==> src/rtl/vga_pixel_stream_if.sv <==
`default_nettype none
// ============================================================================
// Module      : vga_pixel_stream_if
// Description : Upstream pixel handshake (data, start-of-frame, valid/ready).
// Revision    : 1.0 - initial release
// ============================================================================
interface vga_pixel_stream_if #(
  parameter int DW = 12
);
  logic [DW-1:0] s_data;
  logic          s_sof;
  logic          s_valid;
  logic          s_ready;

  modport master (output s_data, s_sof, s_valid, input s_ready);
  modport slave  (input s_data, s_sof, s_valid, output s_ready);
endinterface
`default_nettype wire

==> src/rtl/vga_pixel_stream.sv <==
`default_nettype none
// ============================================================================
// Module      : vga_pixel_stream
// Description : Pixel FIFO that locks an upstream frame stream onto the VGA
//               timing core and drives registered RGB444 colour and syncs.
//               Optional macro VGA_UNDERFLOW_COUNT_EN adds underflow_count.
// Revision    : 1.0 - initial release
// ============================================================================
module vga_pixel_stream #(
  parameter int DW    = 12,
  parameter int DEPTH = 16,
  parameter int HW    = 10,
  parameter int VW    = 10
) (
  input  wire logic          pixClk,
  input  wire logic          rst,
  vga_pixel_stream_if.slave  s,
  input  wire logic [HW-1:0] horiz_counter,
  input  wire logic [VW-1:0] vert_counter,
  input  wire logic          video,
  input  wire logic          hsync_in,
  input  wire logic          vsync_in,
  output logic [3:0]         vga_r,
  output logic [3:0]         vga_g,
  output logic [3:0]         vga_b,
  output logic               vga_hs,
  output logic               vga_vs,
  output logic               underflow,
  output logic               locked
`ifdef VGA_UNDERFLOW_COUNT_EN
  ,
  output logic [15:0]        underflow_count
`endif
);

  localparam int            c_aw   = $clog2(DEPTH);
  localparam logic [c_aw:0] c_full = (c_aw + 1)'(DEPTH);

  typedef enum logic [1:0] {
    HUNT   = 2'd0,
    ALIGN  = 2'd1,
    STREAM = 2'd2
  } state_t;

  state_t          state_q, state_d;
  logic [DW:0]     fifo_mem [DEPTH];
  logic [c_aw-1:0] wr_ptr_q, wr_ptr_d;
  logic [c_aw-1:0] rd_ptr_q, rd_ptr_d;
  logic [c_aw:0]   count_q, count_d;
  logic [DW-1:0]   colour_q, colour_d;
  logic            hs_q, vs_q;
  logic            underflow_q, underflow_d;
  logic            locked_q, locked_d;
  logic            aligned_q, aligned_d;

  logic          push, pop, empty, head_sof, frame_start;
  logic [DW-1:0] head_data;

  assign s.s_ready   = (count_q < c_full);
  assign push        = s.s_valid && s.s_ready;
  assign empty       = (count_q == '0);
  assign head_sof    = fifo_mem[rd_ptr_q][DW];
  assign head_data   = fifo_mem[rd_ptr_q][DW-1:0];
  assign frame_start = (horiz_counter == '0) && (vert_counter == '0);

  always_ff @(posedge pixClk) begin
    if (push) fifo_mem[wr_ptr_q] <= {s.s_sof, s.s_data};
  end

  // aligned_q marks that the head entry is the sof pixel ALIGN locked onto,
  // so its first pop in STREAM is legal even though frame_start has passed.
  always_comb begin
    state_d     = state_q;
    pop         = 1'b0;
    colour_d    = '0;
    underflow_d = 1'b0;
    aligned_d   = aligned_q;
    case (state_q)
      HUNT: begin
        aligned_d = 1'b0;
        if (!empty) begin
          if (head_sof) state_d = ALIGN;
          else          pop     = 1'b1;
        end
      end
      ALIGN: begin
        if (frame_start) begin
          state_d   = STREAM;
          aligned_d = 1'b1;
        end
      end
      STREAM: begin
        if (video) begin
          if (empty) begin
            underflow_d = 1'b1;
            aligned_d   = 1'b0;
            state_d     = HUNT;
          end else if (head_sof && !frame_start && !aligned_q) begin
            // Early sof stays at the head so ALIGN can lock onto it.
            underflow_d = 1'b1;
            state_d     = ALIGN;
          end else begin
            pop       = 1'b1;
            colour_d  = head_data;
            aligned_d = 1'b0;
          end
        end
      end
      default: state_d = HUNT;
    endcase
    locked_d = (state_d == STREAM);
  end

  always_comb begin
    wr_ptr_d = push ? wr_ptr_q + c_aw'(1) : wr_ptr_q;
    rd_ptr_d = pop  ? rd_ptr_q + c_aw'(1) : rd_ptr_q;
    count_d  = count_q;
    if (push && !pop)      count_d = count_q + (c_aw + 1)'(1);
    else if (pop && !push) count_d = count_q - (c_aw + 1)'(1);
  end

  always_ff @(posedge pixClk or posedge rst) begin
    if (rst) begin
      state_q     <= HUNT;
      wr_ptr_q    <= '0;
      rd_ptr_q    <= '0;
      count_q     <= '0;
      colour_q    <= '0;
      hs_q        <= 1'b1;
      vs_q        <= 1'b1;
      underflow_q <= 1'b0;
      locked_q    <= 1'b0;
      aligned_q   <= 1'b0;
    end else begin
      state_q     <= state_d;
      wr_ptr_q    <= wr_ptr_d;
      rd_ptr_q    <= rd_ptr_d;
      count_q     <= count_d;
      colour_q    <= colour_d;
      hs_q        <= hsync_in;
      vs_q        <= vsync_in;
      underflow_q <= underflow_d;
      locked_q    <= locked_d;
      aligned_q   <= aligned_d;
    end
  end

  assign vga_r     = colour_q[11:8];
  assign vga_g     = colour_q[7:4];
  assign vga_b     = colour_q[3:0];
  assign vga_hs    = hs_q;
  assign vga_vs    = vs_q;
  assign underflow = underflow_q;
  assign locked    = locked_q;

`ifdef VGA_UNDERFLOW_COUNT_EN
  logic [15:0] uf_count_q, uf_count_d;

  always_comb begin
    uf_count_d = uf_count_q;
    if (underflow_d && (uf_count_q != 16'hFFFF)) uf_count_d = uf_count_q + 16'd1;
  end

  always_ff @(posedge pixClk or posedge rst) begin
    if (rst) uf_count_q <= '0;
    else     uf_count_q <= uf_count_d;
  end

  assign underflow_count = uf_count_q;
`endif

endmodule
`default_nettype wire
==> src/flat_wrapper.sv <==
// flat-port wrapper written by rule: the top's interface ports become plain ports
module vga_pixel_stream_flat 
#(
  parameter int DW    = 12,
  parameter int DEPTH = 16,
  parameter int HW    = 10,
  parameter int VW    = 10
)
  (pixClk, rst, horiz_counter, vert_counter, video, hsync_in, vsync_in, vga_r, vga_g, vga_b, vga_hs, vga_vs, underflow, locked, s_s_data, s_s_sof, s_s_valid, s_s_ready);
  vga_pixel_stream_if #(.DW(DW)) s_i ();
  input  wire logic pixClk;
  input  wire logic rst;
  input  wire logic [HW-1:0] horiz_counter;
  input  wire logic [VW-1:0] vert_counter;
  input  wire logic video;
  input  wire logic hsync_in;
  input  wire logic vsync_in;
  output logic [3:0] vga_r;
  output logic [3:0] vga_g;
  output logic [3:0] vga_b;
  output logic vga_hs;
  output logic vga_vs;
  output logic underflow;
  output logic locked;
  input wire logic [$bits(s_i.s_data)-1:0] s_s_data;
  input wire logic [$bits(s_i.s_sof)-1:0] s_s_sof;
  input wire logic [$bits(s_i.s_valid)-1:0] s_s_valid;
  output wire logic [$bits(s_i.s_ready)-1:0] s_s_ready;
  assign s_i.s_data = s_s_data;
  assign s_i.s_sof = s_s_sof;
  assign s_i.s_valid = s_s_valid;
  assign s_s_ready = s_i.s_ready;
  vga_pixel_stream #(.DW(DW), .DEPTH(DEPTH), .HW(HW), .VW(VW)) u_core (.pixClk(pixClk), .rst(rst), .s(s_i), .horiz_counter(horiz_counter), .vert_counter(vert_counter), .video(video), .hsync_in(hsync_in), .vsync_in(vsync_in), .vga_r(vga_r), .vga_g(vga_g), .vga_b(vga_b), .vga_hs(vga_hs), .vga_vs(vga_vs), .underflow(underflow), .locked(locked));
endmodule
==> config.mk <==
export PLATFORM = sky130hd
export DESIGN_NAME = vga_pixel_stream_flat
export DESIGN_NICKNAME = d
export VERILOG_FILES = /design/src/rtl/vga_pixel_stream_if.sv /design/src/rtl/vga_pixel_stream.sv /design/src/flat_wrapper.sv
export SDC_FILE = /design/constraint.sdc
export NUM_CORES = 1
export LEC_CHECK = 0
export BUFFER_PORTS_ARGS = -buffer_cell sky130_fd_sc_hd__buf_2
export CAP_MARGIN = 40
export CORE_ASPECT_RATIO = 1.5
export CORE_MARGIN = 5
export CORE_UTILIZATION = 54
export CTS_BUF_LIST = sky130_fd_sc_hd__clkbuf_16
export CTS_CLUSTER_DIAMETER = 60
export CTS_CLUSTER_SIZE = 8
export DETAILED_ROUTE_END_ITERATION = 12
export PLACE_DENSITY = 0.75
export SLEW_MARGIN = 40
export SYNTH_ARGS = -nofsm -noshare
export SYNTH_HDL_FRONTEND = slang
export SYNTH_SLANG_ARGS = --single-unit
==> constraint.sdc <==
create_clock -name pixClk -period 3.3 [get_ports pixClk]
set_input_delay 0.495 -clock pixClk [delete_from_list [all_inputs] [get_ports pixClk]]
set_output_delay 0.495 -clock pixClk [all_outputs]
set_load 0.005 [all_outputs]
==> impl_metrics.json, run 1 <==
{
  "timing.clock.skew_ns": 0.01191,
  "rows": 59,
  "drc_viols": 0,
  "tritoncts_num_sinks": 240,
  "route.top_layer_used": "met4",
  "design.core.area_um2": 17270,
  "placed_cells_incl_taps": 749,
  "rsz0062_at_grt": "false",
  "yosysUniqueCellTypes": 42,
  "timing.setup.tns_ns": 0,
  "final_min_period_over_clock_period_pct": 95.47,
  "initial_utilization_pct": 54.74,
  "dr_wl_met2_um": 10690,
  "wl_per_cell_um": 24.77,
  "postSynth.asyncResetShare_pct": 13.33,
  "setup.worst_path.end_class": "register",
  "post_synth_inst_count": 486,
  "maxCapViolations": 0,
  "critical_path_peak_fanout": 5,
  "route.vias.total": 4943,
  "routabilityCongestion": 0.7842,
  "final_common_cell": "sky130_fd_sc_hd__edfxtp_1",
  "area.growth.synth_to_final_pct": 17.12,
  "grt_remaining_overflow": 0,
  "yosysWarnings": 0,
  "die_w_um": 118.1,
  "rrSetupSlack_ns": 0.15,
  "worst_r2r_path_depth": 13,
  "clock_insertion_delay_at_the_later_pin_of_the_skew_report_ns": 0.49,
  "synth-seq-area-share_pct": 74.54,
  "antenna_nets_post_route": 0,
  "hp-class": "primary input to async pin",
  "path_clk_slew_ns": 0.05,
  "routed_wirelength_um": 20130,
  "boundaryPins": 56,
  "cts.path.max_buffers": 3,
  "tritoncts_buffer_count": 35,
  "total_leakage_power_nw": 3.845,
  "syn-cell-area_um2": 9457,
  "drt_pass1_iterations": 5,
  "detail_route.iter0.violations": 406,
  "timing_worst_setup_path_type": "register to register",
  "synth-main-ff-cell": "sky130_fd_sc_hd__edfxtp_1",
  "met3_wirelength_um": 1208,
  "data_required_time_at_the_worst_endpoint_ns": 3.67,
  "detailedPlacementHpwl_um": 11710,
  "worst_setup_start_kind": "register",
  "final_net_count": 622,
  "track_usage_pct": 20.34,
  "grt_pass1_wl_um": 31270,
  "synth_enable_flop_cells": 208,
  "first_global_vias": 5370,
  "final_core_occ_pct": 64.12,
  "max-slew-margin-rel_pct": 41.44,
  "wirelength_met1_um": 7580,
  "fmaxAchievable_mhz": 317.4,
  "post_route_cells_drive_above_1_share_pct": 29.33,
  "worst-slew-pin-transition_ns": 0.8784,
  "synthesis.nets": 535,
  "number_of_antenna_violations_at_the_first_check_in_global_routing": 0,
  "htree_levels": 2,
  "syn_area_per_cell_um2": 19.46,
  "vias_per_cell": 6.080,
  "status": "complete, no violations",
  "setup_violations": 0,
  "minimum_clock_period_ns": 3.150,
  "regToRegEndpoint": "u_core.count_q[4]",
  "totalPowerFinal_mw": 7.474,
  "ys_top_cells_by_area": "sky130_fd_sc_hd__edfxtp_1 (66%), sky130_fd_sc_hd__mux4_2 (8.8%), sky130_fd_sc_hd__dfrtp_1 (7.9%)",
  "worst-endpoint-arrival_ns": 3.52,
  "postCtsHoldBufs": 0,
  "cellPowerDensity_nw_per_um2": 674.8,
  "yosysTopAreaCell": "sky130_fd_sc_hd__edfxtp_1",
  "io_buffer_count": 55,
  "finalHoldViolations": 0,
  "final_non_filler_cells": 813,
  "slew_viol_final": 0,
  "die_h_um": 172.1,
  "irDropWorstVdd_mv": 0.4106,
  "commonest_cells_after_routing_fill_and_taps_aside": "sky130_fd_sc_hd__edfxtp_1 (208), sky130_fd_sc_hd__buf_2 (55), sky130_fd_sc_hd__mux4_2 (37), sky130_fd_sc_hd__mux2i_1 (36), sky130_fd_sc_hd__clkbuf_16 (36)",
  "die_area_um2": 20310,
  "fraction_of_synthesized_cell_area_taken_by_the_top_area_cell_type_pct": 66.05,
  "grt_max_degree": 40,
  "fillCellCount": 1164,
  "cts.root.buffer_cell": "sky130_fd_sc_hd__clkbuf_16",
  "antenna_cells": 0,
  "cts_tree": "yes",
  "synth-seq-cells": 240,
  "r2r-start": "u_core.rd_ptr_q[0]"
}
cell families after synthesis:
| group | after synthesis | synth area share [%] |
|---|---|---|
| mux | 78 | 13.22 |
| fa+ha+maj | 10 | 1.403 |
| xor+xnor | 11 | 1.019 |
| flops | 240 | 74.54 |
| compound gates | 53 | 4.697 |
| simple gates | 62 | 3.586 |
| buf+inv | 32 | 1.535 |
worst max-delay path: stages, from the launching register on:
cell                      delay [ns]
sky130_fd_sc_hd__dfrtp_4        0.45
sky130_fd_sc_hd__mux4_2         0.50
sky130_fd_sc_hd__mux2_2         0.27
sky130_fd_sc_hd__mux2_4         0.29
sky130_fd_sc_hd__o32ai_2        0.15
sky130_fd_sc_hd__inv_1          0.09
sky130_fd_sc_hd__ha_2           0.21
sky130_fd_sc_hd__inv_2          0.12
sky130_fd_sc_hd__ha_4           0.23
sky130_fd_sc_hd__a21o_1         0.18
sky130_fd_sc_hd__a21oi_2        0.16
sky130_fd_sc_hd__xnor2_1        0.15
sky130_fd_sc_hd__nor2_1         0.10
sky130_fd_sc_hd__xnor2_1        0.13
Yosys cell counts (all sizes together), types with 2 or more instances:
cell type and n:
buf 11, nand4 2, nand2 21, nor3b 2, a21oi 6, nor2b 5
xnor2 9, a211oi 9, and2 16, xor2 2, dfrtp 30, ha 9
a21o 2, nor4 5, nor2 4, clkbuf 11, o22ai 9, mux2i 36
inv 10, mux2 5, dfstp 2, o221ai 18, o21ai 4, o32ai 2
mux4 37, edfxtp 208
layout make-up:
cell class,count,area [µm²],area share [%]
Inverter,10,37.54,0.3389
Clock inverter,28,122.6,1.107
Sequential cell,240,7053,63.68
Timing Repair Buffer,72,402.9,3.638
Multi-Input combinational cell,214,2292,20.70
Clock buffer,36,900.9,8.134
Tap cell,213,266.5,2.406
worst max-delay path by stage:
stage	endpoint	start	depth (start not counted)	slack [ns]
floorplan	u_core.count_q[4]	u_core.rd_ptr_q[0]	14	0.13
global placement	u_core.count_q[4]	u_core.rd_ptr_q[0]	13	0.13
detailed placement	u_core.count_q[4]	u_core.rd_ptr_q[0]	13	-0.002
CTS	u_core.count_q[4]	u_core.rd_ptr_q[0]	13	0.009
global route	u_core.count_q[4]	u_core.rd_ptr_q[0]	13	0.0005
finish	u_core.count_q[4]	u_core.rd_ptr_q[0]	13	0.15
through the flow:
| stage | instance area [µm²] | worst slack (ns) | hold WS, ns |
|---|---|---|---|
| floorplan | 9457 | 0.1271 | 0.4738 |
| global placement | 10020 | 0.1291 | 0.4950 |
| detailed placement | 10020 | -0.001550 | 0.5219 |
| CTS | 11050 | 0.009137 | 0.09661 |
| global route | 11080 | 0.0004645 | 0.09512 |
| finish | 11080 | 0.1495 | 0.09652 |
metal layers:
layer / up-vias / global-route usage, %
met5: - / 0
li1: 2149 / -
met4: 0 / 8.483
met1: 2539 / 24.90
met3: 50 / 3.730
met2: 205 / 35.89
flip-flops by register name, summed over array words and instances (netlist names):
signal            count
u_core.locked         1
u_core.state_q        2
u_core.rd_ptr_q       4
u_core.vga_hs         1
u_core.colour_q      12
u_core.underflow      1
u_core.aligned_q      1
u_core.wr_ptr_q       4
u_core.vga_vs         1
u_core.fifo_mem     208
u_core.count_q        5
timing repair:
item                       4_1_cts  5_1_grt
gates resized for setup          1        5
setup endpoints to repair        1        2
buffers inserted                 0        0
pin swaps                        0        3
report_power, final:
group	leakage, nW	internal [mW]	switching (mW)
clock	0.594	1.96	1.21
sequential	2.29	3.52	0.106
combinational	0.962	0.273	0.401
total	3.84	5.75	1.72
No activity file was read; power rests on OpenSTA's default activity.
==> run 2, diff against run 1 <==
--- a/config.mk
+++ b/config.mk
@@ -7,14 +7,16 @@
 export LEC_CHECK = 0
 export BUFFER_PORTS_ARGS = -buffer_cell sky130_fd_sc_hd__buf_2
 export CAP_MARGIN = 40
+export CELL_PAD_IN_SITES_DETAIL_PLACEMENT = 0
+export CELL_PAD_IN_SITES_GLOBAL_PLACEMENT = 2
 export CORE_ASPECT_RATIO = 1.5
 export CORE_MARGIN = 5
-export CORE_UTILIZATION = 54
+export CORE_UTILIZATION = 42
 export CTS_BUF_LIST = sky130_fd_sc_hd__clkbuf_16
 export CTS_CLUSTER_DIAMETER = 60
 export CTS_CLUSTER_SIZE = 8
 export DETAILED_ROUTE_END_ITERATION = 12
-export PLACE_DENSITY = 0.75
+export PLACE_DENSITY_LB_ADDON = 0.1
 export SLEW_MARGIN = 40
 export SYNTH_ARGS = -nofsm -noshare
 export SYNTH_HDL_FRONTEND = slang
==> run 2 against run 1 <==
Net effect: first-iteration DRC count is 11% lower; sequential share of layout area is 0.82 points lower; power fell by 0.57%; routed wire length is 6.2% higher; count of clock-buffer cells in the layout unchanged; critical endpoint unchanged; largest power group unchanged; highest routed layer unchanged.
==> impl_metrics.json, run 2 (same netlist as run 1, synthesis figures left out) <==
{
  "wl_per_cell_um": 24.13,
  "critical_path_peak_fanout": 6,
  "grt_pass1_wl_um": 32180,
  "worst-endpoint-arrival_ns": 3.52,
  "htree_levels": 2,
  "maxCapViolations": 0,
  "slew_viol_final": 0,
  "timing.setup.tns_ns": 0,
  "final_common_cell": "sky130_fd_sc_hd__edfxtp_1",
  "max-slew-margin-rel_pct": 46.00,
  "post_route_cells_drive_above_1_share_pct": 29.84,
  "grt_remaining_overflow": 0,
  "reg_top3": "u_core.fifo_mem (208), u_core.colour_q (12), u_core.count_q (5)",
  "die_h_um": 193.8,
  "minimum_clock_period_ns": 3.145,
  "antenna_cells": 0,
  "die_area_um2": 25680,
  "rsz0062_at_grt": "false",
  "setup.worst_path.end_class": "register",
  "placed_cells_incl_taps": 825,
  "area.growth.synth_to_final_pct": 18.66,
  "fillCellCount": 1862,
  "number_of_antenna_violations_at_the_first_check_in_global_routing": 0,
  "route.vias.total": 4881,
  "tritoncts_num_sinks": 240,
  "clock_insertion_delay_at_the_later_pin_of_the_skew_report_ns": 0.50,
  "data_required_time_at_the_worst_endpoint_ns": 3.68,
  "cellPowerDensity_nw_per_um2": 662.3,
  "cts.root.buffer_cell": "sky130_fd_sc_hd__clkbuf_16",
  "vias_per_cell": 5.509,
  "detail_route.iter0.violations": 362,
  "total_leakage_power_nw": 3.890,
  "die_w_um": 132.5,
  "timing_worst_setup_path_type": "register to register",
  "io_buffer_count": 55,
  "hp-class": "primary input to register",
  "sequential_cell_area_um2": 7053,
  "path_clk_slew_ns": 0.05,
  "final_non_filler_cells": 886,
  "track_usage_pct": 16.90,
  "post_cts_resized": 0,
  "registers.top_by_ff_count": "u_core.fifo_mem",
  "routabilityCongestion": 0.7864,
  "setup_violations": 0,
  "final_min_period_over_clock_period_pct": 95.30,
  "postCtsHoldBufs": 0,
  "cts.path.max_buffers": 3,
  "drt_pass1_iterations": 4,
  "cts_tree": "yes",
  "final_net_count": 635,
  "irDropWorstVdd_mv": 0.4571,
  "rows": 67,
  "finalHoldWorstSlack_ns": 0.1019,
  "drc_viols": 0,
  "boundaryPins": 56,
  "post-route-worst-setup-slack_ns": 0.1550,
  "antenna_nets_post_route": 0,
  "routed_wirelength_um": 21380,
  "worst-slew-pin-transition_ns": 0.8080,
  "worst_setup_start_kind": "register",
  "timing.clock.skew_ns": 0.01489,
  "setup_bufs_post_cts": 0,
  "largest_register_ffs": 208,
  "status": "complete, no violations",
  "finalHoldViolations": 0,
  "tritoncts_buffer_count": 35,
  "initial_utilization_pct": 42.41,
  "dp_worst_setup_slack_ns": 0.04707,
  "multi_input_area_um2": 2268,
  "detailedPlacementHpwl_um": 12270,
  "commonest_cells_after_routing_fill_and_taps_aside": "sky130_fd_sc_hd__edfxtp_1 (208), sky130_fd_sc_hd__buf_2 (55), sky130_fd_sc_hd__mux4_2 (37), sky130_fd_sc_hd__mux2i_1 (36), sky130_fd_sc_hd__clkbuf_16 (36)",
  "design.core.area_um2": 22300,
  "first_global_vias": 5248,
  "grt_max_degree": 46,
  "fmaxAchievable_mhz": 318.0
}
[run 2: layout make-up]
| cell class | count | area share (%) |
|---|---|---|
| Clock buffer | 36 | 8.029 |
| Clock inverter | 25 | 0.9924 |
| Inverter | 10 | 0.3345 |
| Multi-Input combinational cell | 214 | 20.22 |
| Sequential cell | 240 | 62.86 |
| Tap cell | 276 | 3.078 |
| Timing Repair Buffer | 85 | 4.494 |
[run 2: where the power goes]
group	internal (mW)	leakage (nW)	switching, mW	total, mW
combinational	0.263	1.02	0.391	0.654
clock	1.95	0.578	1.21	3.16
sequential	3.52	2.29	0.0949	3.62
total	5.74	3.89	1.70	7.43
[run 2: path summary, 6_finish.rpt]
check                      slack (ns)  cells past startpoint                from                  to
hold / removal                   0.10                      1            hsync_in       u_core.vga_hs
hold reg to reg                  0.52                      2    u_core.aligned_q    u_core.aligned_q
setup reg to reg                 0.15                     13  u_core.rd_ptr_q[0]   u_core.count_q[4]
setup / recovery                 0.15                     13  u_core.rd_ptr_q[0]   u_core.count_q[4]
min in group asynchronous        0.11                      3                 rst  u_core.colour_q[4]
max in group asynchronous        2.77                      3                 rst  u_core.rd_ptr_q[0]
[run 2: per-stage QoR]
| step | instance area (µm²) | util, % | power, mW |
|---|---|---|---|
| 6_report | 11220 | 50.32 | 7.432 |
| 5_1_grt | 11220 | 50.32 | 7.743 |
| 4_1_cts | 11210 | 50.27 | 7.513 |
| 3_5_place_dp | 10200 | 45.74 | 4.327 |
| 3_3_place_gp | 10200 | 45.74 | 4.302 |
| 2_1_floorplan | 9457 | - | 4.037 |
[run 2: routing by layer]
layer / track usage, % / part of all wire, %
met1: 21.54 / 41
met2: 29.46 / 51
met3: 2.960 / 5.4
met4: 5.200 / 2.3
met5: 0 / 0
[run 2: worst max-delay path, cell delays in order, from the launching register on]
cell and delay [ns]:
sky130_fd_sc_hd__dfrtp_4 0.47, sky130_fd_sc_hd__mux4_2 0.50, sky130_fd_sc_hd__mux2_2 0.29, sky130_fd_sc_hd__mux2_2 0.31, sky130_fd_sc_hd__o32ai_2 0.15, sky130_fd_sc_hd__inv_1 0.08
sky130_fd_sc_hd__ha_2 0.20, sky130_fd_sc_hd__inv_2 0.09, sky130_fd_sc_hd__ha_1 0.27, sky130_fd_sc_hd__a21o_1 0.19, sky130_fd_sc_hd__a21oi_2 0.16, sky130_fd_sc_hd__xnor2_1 0.13
sky130_fd_sc_hd__nor2_1 0.07, sky130_fd_sc_hd__xnor2_1 0.12
==> run 3, diff against run 2 <==
--- a/config.mk
+++ b/config.mk
@@ -5,13 +5,14 @@
 export SDC_FILE = /design/constraint.sdc
 export NUM_CORES = 1
 export LEC_CHECK = 0
+export ABC_AREA = 1
 export BUFFER_PORTS_ARGS = -buffer_cell sky130_fd_sc_hd__buf_2
 export CAP_MARGIN = 40
 export CELL_PAD_IN_SITES_DETAIL_PLACEMENT = 0
 export CELL_PAD_IN_SITES_GLOBAL_PLACEMENT = 2
 export CORE_ASPECT_RATIO = 1.5
 export CORE_MARGIN = 5
-export CORE_UTILIZATION = 42
+export CORE_UTILIZATION = 38
 export CTS_BUF_LIST = sky130_fd_sc_hd__clkbuf_16
 export CTS_CLUSTER_DIAMETER = 60
 export CTS_CLUSTER_SIZE = 8
==> constraint.sdc (replaced) <==
create_clock -name pixClk -period 3.3 [get_ports pixClk]
set_input_delay 0.33 -clock pixClk [delete_from_list [all_inputs] [get_ports pixClk]]
set_output_delay 0.33 -clock pixClk [all_outputs]
set_load 0.005 [all_outputs]
==> run 3 against run 2 <==
Net effect: synthesized cell count rose by 66%; worst setup slack improved by 0.29 ns; count of clock-buffer cells in the layout did not move; power rose by 23%; largest cell class unchanged; critical path depth rose by 6; highest routed layer unchanged; largest power group unchanged; non-clock buffer count rose by 9.
==> impl_metrics.json, run 3 <==
{
  "max-slew-margin-rel_pct": 45.44,
  "synthesis.nets": 854,
  "cellPowerDensity_nw_per_um2": 782.5,
  "cts.root.buffer_cell": "sky130_fd_sc_hd__clkbuf_16",
  "internal-power_mw": 6.180,
  "finalHoldWorstSlack_ns": 0.1164,
  "setup_bufs_post_cts": 0,
  "hp-class": "primary input to register",
  "slew_viol_final": 0,
  "maxCapViolations": 0,
  "worst-endpoint-arrival_ns": 3.25,
  "power_frac_clock_pct": 35.0,
  "fraction_of_synthesized_cell_area_taken_by_the_top_area_cell_type_pct": 63.01,
  "routabilityCongestion": 0.8126,
  "design.core.area_um2": 25760,
  "timing.clock.skew_ns": 0.01425,
  "synth_commonest_cells": "sky130_fd_sc_hd__edfxtp_1 (208), sky130_fd_sc_hd__nand2_1 (168), sky130_fd_sc_hd__nor2_1 (113)",
  "vias_per_cell": 5.069,
  "grt_pass1_wl_um": 40110,
  "die_h_um": 207.8,
  "final_common_cell": "sky130_fd_sc_hd__edfxtp_1",
  "grt_max_degree": 75,
  "yosysMostFrequentCell": "sky130_fd_sc_hd__edfxtp_1",
  "p_sw_mw": 2.946,
  "status": "complete, no violations",
  "drt_pass1_iterations": 5,
  "worst_setup_start_kind": "register",
  "final_net_count": 945,
  "clock_insertion_delay_at_the_later_pin_of_the_skew_report_ns": 0.51,
  "synth_enable_flop_cells": 208,
  "drc_viols": 0,
  "track_usage_pct": 18.41,
  "path_clk_slew_ns": 0.05,
  "registers.top_by_ff_count": "u_core.fifo_mem",
  "slowest_stage": "sky130_fd_sc_hd__dfrtp_4",
  "yosysUniqueCellTypes": 38,
  "routed_wirelength_um": 26930,
  "route.vias.total": 6346,
  "tritoncts_buffer_count": 35,
  "boundaryPins": 56,
  "rsz0062_at_grt": "false",
  "timing.setup.tns_ns": 0,
  "rows": 72,
  "setup.worst_path.end_class": "register",
  "final_min_period_over_clock_period_pct": 86.51,
  "first_global_vias": 6589,
  "fmaxAchievable_mhz": 350.3,
  "yosysWarnings": 0,
  "fillCellCount": 2426,
  "postSynth.asyncResetShare_pct": 13.33,
  "setup_violations": 0,
  "irDropWorstVdd_mv": 0.4142,
  "path_cells": "inv_6 > nand2_1 > nand3_1 > nand2_1 > nor2_1 > nand2_1 > nand4_1 > nand2_2 > inv_1 > ha_1 > inv_1 > fa_1 > a21oi_1 > nor2_1 > nor2_1 > nand2_1 > nand2_1 > nor2_1 > xor2_1",
  "antenna_cells": 0,
  "antenna_nets_post_route": 0,
  "wl_per_cell_um": 21.51,
  "die_w_um": 141.9,
  "total_leakage_power_nw": 4.501,
  "detail_route.iter0.violations": 353,
  "synth-seq-area-share_pct": 71.11,
  "netSwitchingFraction_pct": 32.28,
  "htree_levels": 2,
  "io_buffer_count": 55,
  "grt_remaining_overflow": 0,
  "finalHoldViolations": 0,
  "cts.path.max_buffers": 3,
  "area.growth.synth_to_final_pct": 17.63,
  "die_area_um2": 29480,
  "reg_top3": "u_core.fifo_mem (208), u_core.colour_q (12), u_core.count_q (5)",
  "syn_area_per_cell_um2": 12.31,
  "ys_top_cells_by_area": "sky130_fd_sc_hd__edfxtp_1 (63%), sky130_fd_sc_hd__dfrtp_1 (7.6%), sky130_fd_sc_hd__nand2_1 (6.4%)",
  "post_route_cells_drive_above_1_share_pct": 16.76,
  "data_required_time_at_the_worst_endpoint_ns": 3.69,
  "cts_tree": "yes",
  "timing.critical_path.slowest_cell_delay_ns": 0.55,
  "post_synth_inst_count": 805,
  "synth-main-ff-cell": "sky130_fd_sc_hd__edfxtp_1",
  "synth-seq-cells": 240,
  "syn-cell-area_um2": 9913,
  "worst-slew-pin-transition_ns": 0.8183,
  "tritoncts_num_sinks": 240,
  "number_of_antenna_violations_at_the_first_check_in_global_routing": 0,
  "worst_path_most_repeated_cell": "sky130_fd_sc_hd__nand2_1",
  "totalPowerFinal_mw": 9.125,
  "timing_worst_setup_path_type": "register to register",
  "share_comb_of_total_power_pct": 24.9,
  "sequentialPowerShare_pct": 40.1,
  "detailedPlacementHpwl_um": 15580,
  "critical_path_peak_fanout": 13,
  "largest_register_ffs": 208,
  "initial_utilization_pct": 38.48,
  "yosysTopAreaCell": "sky130_fd_sc_hd__edfxtp_1",
  "minimum_clock_period_ns": 2.855,
  "commonest_cells_after_routing_fill_and_taps_aside": "sky130_fd_sc_hd__edfxtp_1 (208), sky130_fd_sc_hd__nand2_1 (168), sky130_fd_sc_hd__nor2_1 (113), sky130_fd_sc_hd__o21ai_0 (56), sky130_fd_sc_hd__buf_2 (55)"
}
[run 3: cell types whose count changed in the layout (fill, tap and decap cells not counted), sizes merged, moves of 20 or more]
cell   previous run  this run
mux4             37         0
nand2            21       174
o21ai             4        61
nor2              4       124
mux2i            36         0
nand3             1        49
inv              34        54
[run 3: cell families (layout without fill, tap and decap cells)]
logic type,after synthesis,after routing,synth area share [%]
buffers and inverters,73,187,3.925
adder cells (fa/ha/maj),10,10,1.338
AO/OA/AOI/OAI,123,123,7.914
XOR/XNOR,7,7,0.6185
flip-flops,240,240,71.11
AND/OR/NAND/NOR,352,352,15.10
[run 3: final cells by class]
| cell class | instances | area (µm²) | area share (%) |
|---|---|---|---|
| clock buffers | 36 | 900.9 | 7.725 |
| clock inverters | 24 | 107.6 | 0.9227 |
| inverters | 33 | 128.9 | 1.105 |
| multi-input cells | 492 | 2475 | 21.22 |
| flip-flops and latches | 240 | 7053 | 60.48 |
| well taps | 333 | 416.7 | 3.573 |
| repair buffers | 94 | 579.3 | 4.968 |
[run 3: per-layer routing]
metal	up-vias	share of wire, %	global-route usage (%)
met4	0	2.9	6.689
li1	3011	-	-
met2	171	54	33.18
met5	-	0	0
met3	52	4.8	3.503
met1	3112	39	21.54
[run 3: path summary, 6_finish.rpt]
path / from / slack (ns) / cells past startpoint / to
hold / removal: s_s_valid / 0.12 / 3 / u_core.wr_ptr_q[0]
max in group asynchronous: rst / 2.39 / 4 / u_core.rd_ptr_q[0]
min in group asynchronous: rst / 0.50 / 4 / u_core.count_q[4]
hold reg to reg: u_core.count_q[4] / 0.47 / 1 / u_core.count_q[4]
setup / recovery: u_core.rd_ptr_q[0] / 0.45 / 19 / u_core.count_q[4]
setup reg to reg: u_core.rd_ptr_q[0] / 0.45 / 19 / u_core.count_q[4]
[run 3: metrics by stage]
step,utilization [%],cells,setup WS [ns],instance area [µm²]
2_1_floorplan,-,805,0.6444,9913
3_3_place_gp,41.22,1189,0.4606,10620
3_5_place_dp,41.22,1189,0.4384,10620
4_1_cts,45.25,1252,0.4291,11660
5_1_grt,45.26,1252,0.1086,11660
6_report,45.26,1252,0.4451,11660
[run 3: worst max-delay path, delay by kind of cell (launching register included)]
family,cells,cell delay (ns)
simple gates,12,1.01
fa+ha+maj,2,0.58
flops,1,0.55
buf+inv,3,0.30
compound gates,1,0.16
xor+xnor,1,0.13
[run 3: repair_timing]
| action | 4_1_cts | 5_1_grt |
|---|---|---|
| hold endpoints to repair | 32 | 0 |
| hold buffers | 3 | 0 |
| resized for setup | 0 | 0 |
[run 3: power groups by stage]
| stage | clock network (mW) | registers [mW] | logic, mW |
|---|---|---|---|
| finish | 3.19 | 3.66 | 2.27 |
| detailed placement | 0 | 3.72 | 2.31 |
| floorplan | 0 | 3.66 | 1.71 |
| CTS | 3.31 | 3.66 | 2.33 |
| global route | 3.43 | 3.68 | 2.57 |
| global placement | 0 | 3.71 | 2.27 |
